### src/rtl/axi_write_buffer.sv
// axi_write_buffer
//   Buffers register writes from the AXI4-Lite slave user port and forwards
//   them downstream as a first-word-fall-through valid/ready stream.
//   Optional status feature, enabled with macro AXI_WRITE_BUFFER_STATUS_EN:
//   local CTRL_ADDR decode, a 16-bit dequeue counter (done_cnt) and status
//   write-back into the slave readback RAM at STATUS_ADDR.
//   Reset is synchronous and active-high.

module axi_write_buffer #(
   parameter int unsigned DEPTH       = 16,
   parameter logic [31:0] STATUS_ADDR = 32'h0000_00FC,
   parameter logic [31:0] CTRL_ADDR   = 32'h0000_00F8
) (
   input  logic                     clk,
   input  logic                     rst,
   input  logic [31:0]              write_addr,
   input  logic [31:0]              write_data,
   input  logic                     write_en,
   output logic                     user_ready,
   output logic [31:0]              m_addr,
   output logic [31:0]              m_data,
   output logic                     m_valid,
   input  logic                     m_ready,
   output logic [31:0]              update_addr,
   output logic [31:0]              update_data,
   output logic                     update_valid,
   output logic [$clog2(DEPTH):0]   level
);

   localparam int unsigned AW = $clog2(DEPTH);
   localparam int unsigned LW = AW + 1;
   localparam logic [LW-1:0] FULL_LEVEL = LW'(DEPTH);

   logic [31:0]   mem_addr_q [DEPTH];
   logic [31:0]   mem_data_q [DEPTH];
   logic [AW-1:0] wr_ptr_q, wr_ptr_d;
   logic [AW-1:0] rd_ptr_q, rd_ptr_d;
   logic [LW-1:0] level_q, level_d;

   logic accept;
   logic is_ctrl;
   logic is_status;
   logic push;
   logic pop;

   // user_ready depends only on rst and registered occupancy, never on write_en.
   assign user_ready = !rst && (level_q < FULL_LEVEL);
   assign m_valid    = (level_q != '0);
   assign accept     = write_en && user_ready;
   assign push       = accept && !is_ctrl && !is_status;
   assign pop        = m_valid && m_ready;
   assign m_addr     = mem_addr_q[rd_ptr_q];
   assign m_data     = mem_data_q[rd_ptr_q];
   assign level      = level_q;

   // Next pointers and occupancy; a simultaneous push and pop leave level unchanged.
   always_comb begin
      // NOTE: every variable gets a default first so no path can infer a latch.
      wr_ptr_d = wr_ptr_q;
      rd_ptr_d = rd_ptr_q;
      level_d  = level_q;
      if (push) wr_ptr_d = wr_ptr_q + AW'(1);
      if (pop)  rd_ptr_d = rd_ptr_q + AW'(1);
      case ({push, pop})
         2'b10:   level_d = level_q + LW'(1);
         2'b01:   level_d = level_q - LW'(1);
         default: level_d = level_q;
      endcase
   end

   // Pointer and occupancy registers.
   always_ff @(posedge clk) begin
      // NOTE: state uses <= so every flop samples pre-edge values regardless of statement order.
      if (rst) begin
         wr_ptr_q <= '0;
         rd_ptr_q <= '0;
         level_q  <= '0;
      end else begin
         wr_ptr_q <= wr_ptr_d;
         rd_ptr_q <= rd_ptr_d;
         level_q  <= level_d;
      end
   end

   // Entry storage, written at the write pointer on push.
   always_ff @(posedge clk) begin
      // NOTE: the array has no reset; an entry is only observed once level says it holds valid data.
      if (push) begin
         mem_addr_q[wr_ptr_q] <= write_addr;
         mem_data_q[wr_ptr_q] <= write_data;
      end
   end

`ifdef AXI_WRITE_BUFFER_STATUS_EN
   logic [15:0] done_cnt_q, done_cnt_d;
   logic        upd_valid_q, upd_valid_d;
   logic [31:0] upd_data_q, upd_data_d;
   logic        post_req;

   assign is_ctrl   = (write_addr == CTRL_ADDR);
   assign is_status = (write_addr == STATUS_ADDR);

   // Dequeue counter and status word; a control clear lands before a same-cycle dequeue counts.
   always_comb begin
      done_cnt_d  = done_cnt_q;
      upd_data_d  = upd_data_q;
      post_req    = (accept && is_ctrl) || pop;
      if (accept && is_ctrl && write_data[0]) done_cnt_d = '0;
      if (pop) done_cnt_d = done_cnt_d + 16'd1;
      upd_valid_d = post_req;
      if (post_req) upd_data_d = {16'(level_d), done_cnt_d};
   end

   // Status registers; reset drops any pending post.
   always_ff @(posedge clk) begin
      if (rst) begin
         done_cnt_q  <= '0;
         upd_valid_q <= 1'b0;
         upd_data_q  <= '0;
      end else begin
         done_cnt_q  <= done_cnt_d;
         upd_valid_q <= upd_valid_d;
         upd_data_q  <= upd_data_d;
      end
   end

   assign update_addr  = STATUS_ADDR;
   assign update_data  = upd_data_q;
   assign update_valid = upd_valid_q;
`else
   // Without the status feature every address is plain FIFO traffic.
   logic unused_cfg;

   assign is_ctrl      = 1'b0;
   assign is_status    = 1'b0;
   assign update_addr  = '0;
   assign update_data  = '0;
   assign update_valid = 1'b0;
   assign unused_cfg   = ^{STATUS_ADDR, CTRL_ADDR};
`endif

endmodule
### config.mk
export PLATFORM = sky130hd
export DESIGN_NAME = axi_write_buffer
export DESIGN_NICKNAME = d
export VERILOG_FILES = /design/src/rtl/axi_write_buffer.sv
export SDC_FILE = /design/constraint.sdc
export NUM_CORES = 1
export LEC_CHECK = 0
export CAP_MARGIN = 40
export CORE_UTILIZATION = 40
export CTS_CLUSTER_DIAMETER = 50
export CTS_CLUSTER_SIZE = 12
export DETAILED_ROUTE_END_ITERATION = 6
export PLACE_DENSITY = 0.68
export SYNTH_ARGS = -nofsm -noshare
export SYNTH_HDL_FRONTEND = slang
export SYNTH_SLANG_ARGS = --single-unit
### constraint.sdc
create_clock -name clk -period 12.7 [get_ports clk]
set_input_delay 2.54 -clock clk [delete_from_list [all_inputs] [get_ports clk]]
set_output_delay 2.54 -clock clk [all_outputs]
set_load 0.05 [all_outputs]
==> flow_summary.yaml, run 1 <==
cts:
  clockBufferDepth: 3
  cts.repair.resized: 0
  cts_tree: "yes"
  cts_buffers: 103
  clk_pin_slew_ns: 0.05
  clkSinkCount: 1041
  cts_root_buf: "clkbuf_16"
  postCtsSetupBuffers: 0
  cts-htree-levels: 3
  cts_hold_buffers: 0
  clkLatencyLatePin_ns: 0.67
route:
  via_count: 17410
  drc: 0
  viasPerCell: 5.544
  drtAntennaViolNets: 0
  wl_per_cell_microns: 26.93
  routed_wl_microns: 84570
  first_iter_violations: 1824
  first_pass_iters: 5
logic_synthesis:
  ys_types: 34
  syn_avg_cell_area_sq_um: 24.93
  yosys_warnings: 0
  synth_area_sq_mm: 0.03996
  ys_seq_elements: 1041
  seq_area_frac_synth: 0.7781
  syn_inst: 1603
job:
  max-cap-violations: 0
status:
  status: "completed"
setup_path:
  slowest_delay_ns: 0.86
  cp_slowest_cell: "clkdlybuf4s50_1"
  crit_buf_inv: 2
  endpoint_kind: "output pin"
  critPathTopFamily: "buffers and inverters"
  crit_fanout: 21
  cp_common_cell: "clkdlybuf4s50_1"
  cp_cell_sequence: "clkdlybuf4s50_1 -> nor2_1 -> clkdlybuf4s50_1"
  start_kind: "input port"
  cp_data_arrival_time_ns: 4.48
  cp.required_ns: 10.16
  reg2reg_slack_ns: 9.28
  worst-setup-path-type: "input port to output pin"
grt:
  grt_max_degree: 181
  first_global_vias: 18040
  antenna_found_initial: 12
  grt_usage: 0.1687
  use_met1: 0.2394
  grt_pass1_wl_microns: 124400
  grtUsageMet3: 0.03402
  grt-ovfl-total: 0
  use_met2: 0.2686
  top_usage_layer: "met2"
sta:
  hold_viol: 0
  final_max_slew_viol_count: 0
  min_period_ns: 7.019
  rsz0062_at_grt: "no"
  setup_viol: 0
  timing.final.ws_setup_ns: 5.681
  relSlewSlack: 0.1768
  finClkSkew_ns: 0.02516
  fmax_ghz: 0.1425
  worst_slew_pin_slew_ns: 1.235
  period_share: 0.5527
  tns_ns: 0
power_and_ir_drop:
  p_total_w: 0.007963
  p_leak_nw: 13.89
  power.density_mw_per_mm2: 173.1
  ir_drop_mv: 0.1641
finish:
  final_common_cell: "edfxtp_1"
  drive_above_1_share: 0.2667
  final_cells: 3140
  utilization: 0.4661
  area.growth.synth_to_final_pct: 15.14
  layout_common_cells: "1024 x edfxtp_1, 300 x mux4_2, 138 x clkdlybuf4s50_1"
  nNetsFinal: 1893
floorplan:
  die_x_microns: 318.1
  ioPinCount: 204
  die_area_sq_mm: 0.1012
  initial_utilization: 0.4048
  core_sq_mm: 0.09871
  die_y_microns: 318.1
  rows: 115
placement:
  place_inst: 2999
  place_hpwl_microns: 43660
  pre_cts_ws_ns: 5.665
  routabilityCongestion: 0.7289
  io_buffers: 138
min_path:
  min_path_type: "register to register"
## cell type report
class	instances	area [sq um]
antenna	1	2.502
timing repair buffer	190	2132
inverter	4	15.01
sequential	1041	31100
clock buffer	118	2698
tap	1287	1610
fill	7877	52700
clock inverter	22	245.2
multi-input combinational	477	8199
## worst register-to-register path, stage by stage, from the launching register on
cell	delay (ns)
dfxtp_1	0.52
nor2_1	0.10
a21boi_1	0.42
ha_1	0.44
xor2_1	0.13
ha_1	0.22
nor4b_1	0.49
nor4b_1	0.14
nor3_1	0.25
mux2i_1	0.25
mux2_2	0.35
## layer usage
layer  part of all wire  up-vias
li1                   -     7157
met5             0.0013        -
met1               0.42     9421
met3              0.076      124
met2               0.48      688
met4              0.016       18
## per-stage QoR
stage | hold slack [ns] | area, sq um
6_report | 0.5411 | 46010
5_1_grt | 0.5590 | 46000
4_1_cts | 0.5333 | 46000
3_5_place_dp | 0.5241 | 43060
3_3_place_gp | 0.4892 | 42580
2_1_floorplan | 0.4725 | 40200
## state kept, by name, indices dropped and copies added (netlist names), named ones only
signal / flops
mem_addr_q: 512
mem_data_q: 512
level: 5
rd_ptr_q: 4
wr_ptr_q: 4
## synthesized netlist by cell type, drive strengths merged
| master | n | area share |
|---|---|---|
| a22oi | 1 | 0.00019 |
| o31ai | 2 | 0.00038 |
| edfxtp | 1024 | 0.77 |
| nor3b | 1 | 0.00019 |
| o21ai | 1 | 0.00013 |
| o21a | 1 | 0.00019 |
| nand2b | 3 | 0.00047 |
| mux2 | 1 | 0.00028 |
| dfxtp | 17 | 0.0085 |
| a21oi | 3 | 0.00038 |
| nand3b | 2 | 0.00038 |
| nor4b | 2 | 0.00044 |
| mux2i | 3 | 0.00075 |
| conb | 1 | 0.000094 |
| buf | 109 | 0.022 |
| nor2 | 31 | 0.0029 |
| nand3 | 1 | 0.00013 |
| nor3 | 8 | 0.0010 |
| xnor2 | 3 | 0.00066 |
| a21boi | 1 | 0.00019 |
| mux4 | 320 | 0.18 |
| inv | 4 | 0.00038 |
| nand2 | 10 | 0.00094 |
| nand4 | 2 | 0.00031 |
| xor2 | 7 | 0.0015 |
| nor2b | 1 | 0.00016 |
| clkbuf | 36 | 0.0034 |
| ha | 8 | 0.0025 |
## kinds of logic after synthesis
| kind of cell | synth area share |
|---|---|
| AOI/OAI and AO/OA | 0.001440 |
| xor gates and xnor gates | 0.002192 |
| adders and majority gates | 0.002505 |
| buffers and inverters | 0.02549 |
| DFF | 0.7781 |
| muxes | 0.1833 |
| other | 0.00009385 |
| and+or+nand+nor | 0.006920 |
## where the power goes
part	switching, W	internal [W]
Combinational	0.000766	0.000584
Sequential	0.0000225	0.00383
Clock	0.00119	0.00157
## worst paths after layout
path | from | cells past startpoint | endpoint
worst max-delay path | rst | 3 | user_ready
worst min register to register | wr_ptr_q[0] | 2 | wr_ptr_q[0]
worst max register to register | level[2] | 10 | level[4]
worst min-delay path | wr_ptr_q[0] | 2 | wr_ptr_q[0]
Power figures use the tool's default switching activity.
==> run 2: changes to the inputs <==
==> constraint.sdc (replaced) <==
create_clock -name clk -period 6.8 [get_ports clk]
set_input_delay 1.36 -clock clk [delete_from_list [all_inputs] [get_ports clk]]
set_output_delay 1.36 -clock clk [all_outputs]
set_load 0.05 [all_outputs]
==> run 2 against run 1 <==
Combinational power increased by 82%. Global-route usage increased by 0.12 points. Sequential power increased by 88%. Clock power increased by 89%. Core utilization about the same. Critical endpoint is now m_data[13]. Largest power group unchanged. Highest routed layer unchanged.
==> flow_summary.yaml, run 2 (same netlist as run 1, synthesis figures left out) <==
setup_path:
  endpoint_kind: "output pin"
  worst-setup-path-type: "register to output pin"
  start_kind: "register"
  reg2reg_slack_ns: 3.29
  cp_common_cell: "mux4_2"
  crit_fanout: 84
  cp_data_arrival_time_ns: 3.88
  cp.required_ns: 5.44
  crit_buf_inv: 2
  critPathTopFamily: "buffers and inverters"
  slowest_delay_ns: 0.90
  cp_cell_sequence: "buf_12 -> mux4_2 -> mux4_2 -> clkdlybuf4s50_1"
  cp_slowest_cell: "dfxtp_4"
sta:
  final_max_slew_viol_count: 0
  finClkSkew_ns: 0.01583
  min_period_ns: 5.245
  relSlewSlack: 0.3906
  worst_slew_pin_slew_ns: 0.9140
  rsz0062_at_grt: "no"
  setup_viol: 0
  hold_viol: 0
  tns_ns: 0
  period_share: 0.7713
  fmax_ghz: 0.1907
route:
  first_iter_violations: 1657
  drtAntennaViolNets: 0
  wl_per_cell_microns: 26.98
  first_pass_iters: 5
  drc: 0
  viasPerCell: 5.539
  routed_wl_microns: 84900
  via_count: 17430
cts:
  clk_pin_slew_ns: 0.06
  cts_tree: "yes"
  cts.repair.resized: 0
  cts_root_buf: "clkbuf_16"
  cts_buffers: 105
  clkSinkCount: 1041
  cts-htree-levels: 3
  cts_hold_buffers: 0
  clkLatencyLatePin_ns: 0.68
  clockBufferDepth: 3
  postCtsSetupBuffers: 0
floorplan:
  initial_utilization: 0.4048
  core_sq_mm: 0.09871
  die_area_sq_mm: 0.1012
  die_x_microns: 318.1
  ioPinCount: 204
  die_y_microns: 318.1
  rows: 115
power_and_ir_drop:
  p_total_w: 0.01490
  ir_drop_mv: 0.2484
  p_leak_nw: 13.84
  power.density_mw_per_mm2: 324.0
grt:
  antenna_found_initial: 11
  first_global_vias: 18540
  grt_usage: 0.1699
  grt_pass1_wl_microns: 125600
  grt_max_degree: 85
  grt-ovfl-total: 0
status:
  status: "completed"
finish:
  nFillCells: 7909
  drive_above_1_share: 0.2679
  area.growth.synth_to_final_pct: 15.10
  layout_common_cells: "1024 x edfxtp_1, 300 x mux4_2, 138 x clkdlybuf4s50_1"
  final_common_cell: "edfxtp_1"
  nNetsFinal: 1891
placement:
  io_buffers: 138
  place_hpwl_microns: 44590
  routabilityCongestion: 0.7259
job:
  max-cap-violations: 0
min_path:
  min_path_type: "register to register"
[run 2: per-layer routing]
metal | up-vias | part of all wire | track usage
li1 | 7184 | - | -
met1 | 9463 | 0.41 | 0.2331
met2 | 639 | 0.50 | 0.2795
met3 | 130 | 0.071 | 0.03663
met4 | 16 | 0.016 | 0.03854
met5 | - | 0.0012 | 0
[run 2: cell type report]
cell class | count | area (sq um) | share of cell area
inverter | 4 | 15.01 | 0.0003265
clock buffer | 122 | 2713 | 0.05898
sequential | 1041 | 31100 | 0.6763
antenna | 1 | 2.502 | 0.00005441
clock inverter | 29 | 317.8 | 0.006910
multi-input combinational | 477 | 8224 | 0.1788
tap | 1287 | 1610 | 0.03501
timing repair buffer | 186 | 2004 | 0.04358
[run 2: path summary, 6_finish.rpt]
check | startpoint | to | cells after the start
worst min register to register | wr_ptr_q[0] | wr_ptr_q[0] | 2
worst max-delay path | register | m_data[13] | 4
worst min-delay path | wr_ptr_q[0] | wr_ptr_q[0] | 2
worst max register to register | level[1] | level[4] | 10
[run 2: worst register-to-register path, cell delays in order, from the launching register on]
cell	delay [ns]
dfxtp_1	0.50
nor2_1	0.11
a21boi_1	0.42
ha_1	0.43
xor2_1	0.15
ha_1	0.25
nor4b_1	0.56
nor4b_1	0.14
nor3_1	0.24
mux2i_1	0.25
mux2_2	0.35
[run 2: power by group]
group / switching (W) / leakage (nW) / total [W] / internal, W
Combinational: 0.00138 / 3.02 / 0.00246 / 0.00108
Sequential: 0.0000903 / 9.36 / 0.00724 / 0.00715
Clock: 0.00230 / 1.46 / 0.00521 / 0.00291
Total: 0.00377 / 13.8 / 0.0149 / 0.0111
[run 2: stage by stage]
step	util	std cells	hold slack (ns)	area, sq um	worst slack [ns]
finish	0.4659	3147	0.5201	45990	1.555
global placement	0.4338	2990	0.4917	42820	1.832
global route	0.4659	3146	0.5544	45990	1.332
floorplan	-	1667	0.4725	40220	1.544
CTS	0.4659	3146	0.5206	45990	1.425
detailed placement	0.4352	2995	0.5111	42960	1.700
==> run 3: changes to the inputs <==
==> constraint.sdc (replaced) <==
create_clock -name clk -period 5.44 [get_ports clk]
set_input_delay 1.088 -clock clk [delete_from_list [all_inputs] [get_ports clk]]
set_output_delay 1.088 -clock clk [all_outputs]
set_load 0.05 [all_outputs]
==> run 3 against run 2 <==
Global-route usage up 0.21 points. Setup slack worse by 0.96 ns. Non-clock buffer count up 9. Cell count up 0.67%. Register-to-register slack worse by 1.1 ns. Sequential power up 25%. First-iteration DRC count up 12%. Clock skew up 0.0083 ns. Combinational power up 27%. Sequential cell count unchanged. Via count about the same. Core utilization up 0.39 points.
==> flow_summary.yaml, run 3 (same netlist as run 1, synthesis figures left out) <==
cts:
  cts.repair.resized: 0
  cts_root_buf: "clkbuf_16"
  cts_buffers: 109
  clockBufferDepth: 3
  cts_hold_buffers: 0
  clkSinkCount: 1041
  clkLatencyLatePin_ns: 0.69
  cts-htree-levels: 3
  clk_pin_slew_ns: 0.06
  postCtsSetupBuffers: 0
  cts_tree: "yes"
setup_path:
  endpoint_kind: "output pin"
  crit_buf_inv: 3
  cp_data_arrival_time_ns: 3.76
  crit_end: "m_addr[19]"
  reg2reg_slack_ns: 2.15
  cp_cell_sequence: "buf_12 -> buf_12 -> mux4_2 -> mux4_2 -> clkdlybuf4s50_1"
  critPathTopFamily: "buffers and inverters"
  r2r-end: "level[4]"
  ff2ff_path_depth: 10
  start_kind: "register"
  slowest_delay_ns: 0.74
  cp.required_ns: 4.35
  cp_slowest_cell: "clkdlybuf4s50_1"
  crit_fanout: 26
  worst-setup-path-type: "register to output pin"
  path_depth: 5
  r2r-start: "level[1]"
grt:
  first_global_vias: 18450
  grt_pass1_wl_microns: 125600
  grt_max_degree: 62
  grt_usage: 0.1720
  antenna_found_initial: 10
  grt-ovfl-total: 0
sta:
  period_share: 0.8912
  worst_slew_pin_slew_ns: 0.9043
  relSlewSlack: 0.3972
  setup_viol: 0
  fmax_ghz: 0.2063
  min_period_ns: 4.848
  hold_viol: 0
  finClkSkew_ns: 0.02415
  final_max_slew_viol_count: 0
  rsz0062_at_grt: "no"
  hold_slack_ns: 0.5287
  tns_ns: 0
power_and_ir_drop:
  p_leak_nw: 14.03
  ir_drop_mv: 0.4128
  p_total_w: 0.01908
  power.density_mw_per_mm2: 411.5
route:
  via_count: 17440
  wl_per_cell_microns: 27.34
  drc: 0
  routed_wl_microns: 86610
  drtAntennaViolNets: 0
  first_iter_violations: 1858
  viasPerCell: 5.505
  first_pass_iters: 5
placement:
  io_buffers: 138
  routabilityCongestion: 0.7254
  place_inst: 3004
  place_hpwl_microns: 44340
finish:
  utilization: 0.4698
  area.growth.synth_to_final_pct: 16.06
  final_cells: 3168
  nNetsFinal: 1904
  layout_common_cells: "1024 x edfxtp_1, 300 x mux4_2, 138 x clkdlybuf4s50_1"
  final_common_cell: "edfxtp_1"
  drive_above_1_share: 0.2777
floorplan:
  rows: 115
  die_y_microns: 318.1
  initial_utilization: 0.4048
  core_sq_mm: 0.09871
  die_x_microns: 318.1
  die_area_sq_mm: 0.1012
  ioPinCount: 204
min_path:
  min_path_type: "register to register"
status:
  status: "completed"
job:
  max-cap-violations: 0
## run 3: cell count changes in the layout (fill, tap and decap cells not counted), sizes merged
cell	delta
clkbuf	+1
inv	+3
bufinv	+4
buf	+9
clkinv	+5
clkinvlp	-1
## run 3: metal layers
layer | share of wire | up-vias | track usage
li1 | - | 7209 | -
met2 | 0.50 | 602 | 0.2873
met3 | 0.069 | 130 | 0.03829
met5 | 0.0015 | - | 0
met4 | 0.018 | 20 | 0.04412
met1 | 0.41 | 9478 | 0.2291
## run 3: worst min-delay path: stages (launching register included)
cell and delay (ns):
dfxtp_1 0.33, xor2_1 0.08, nor2_1 0.08
## run 3: how the worst min path moves through the flow
stage / start / to / slack [ns] / depth (start not counted)
after floorplan: rd_ptr_q[3] / register / 0.47 / 2
after global placement: rd_ptr_q[3] / rd_ptr_q[3] / 0.49 / 2
after detailed placement: rd_ptr_q[3] / rd_ptr_q[3] / 0.51 / 2
after CTS: rd_ptr_q[3] / rd_ptr_q[3] / 0.53 / 2
after global routing: rd_ptr_q[3] / rd_ptr_q[3] / 0.56 / 2
final: rd_ptr_q[3] / rd_ptr_q[3] / 0.53 / 2
## run 3: power by group
group / internal, W / total, W / switching, W
Sequential: 0.00893 / 0.00903 / 0.0000996
Combinational: 0.00138 / 0.00312 / 0.00174
Clock: 0.00394 / 0.00693 / 0.00299
## run 3: final cells by class
cell class	instances	area, sq um
Antenna cell	1	2.502
Clock buffer	123	2780
Clock inverter	40	519.2
Fill cell	7921	52330
Inverter	4	15.01
Multi-Input combinational cell	477	8224
Sequential cell	1041	31100
Tap cell	1287	1610
Timing Repair Buffer	195	2117
## run 3: metrics by stage
step,setup WS [ns],instance area (sq um)
floorplan,0.4562,40220
global placement,1.041,43020
detailed placement,1.056,43070
CTS,0.4602,46370
global route,0.4219,46370
finish,0.5920,46370
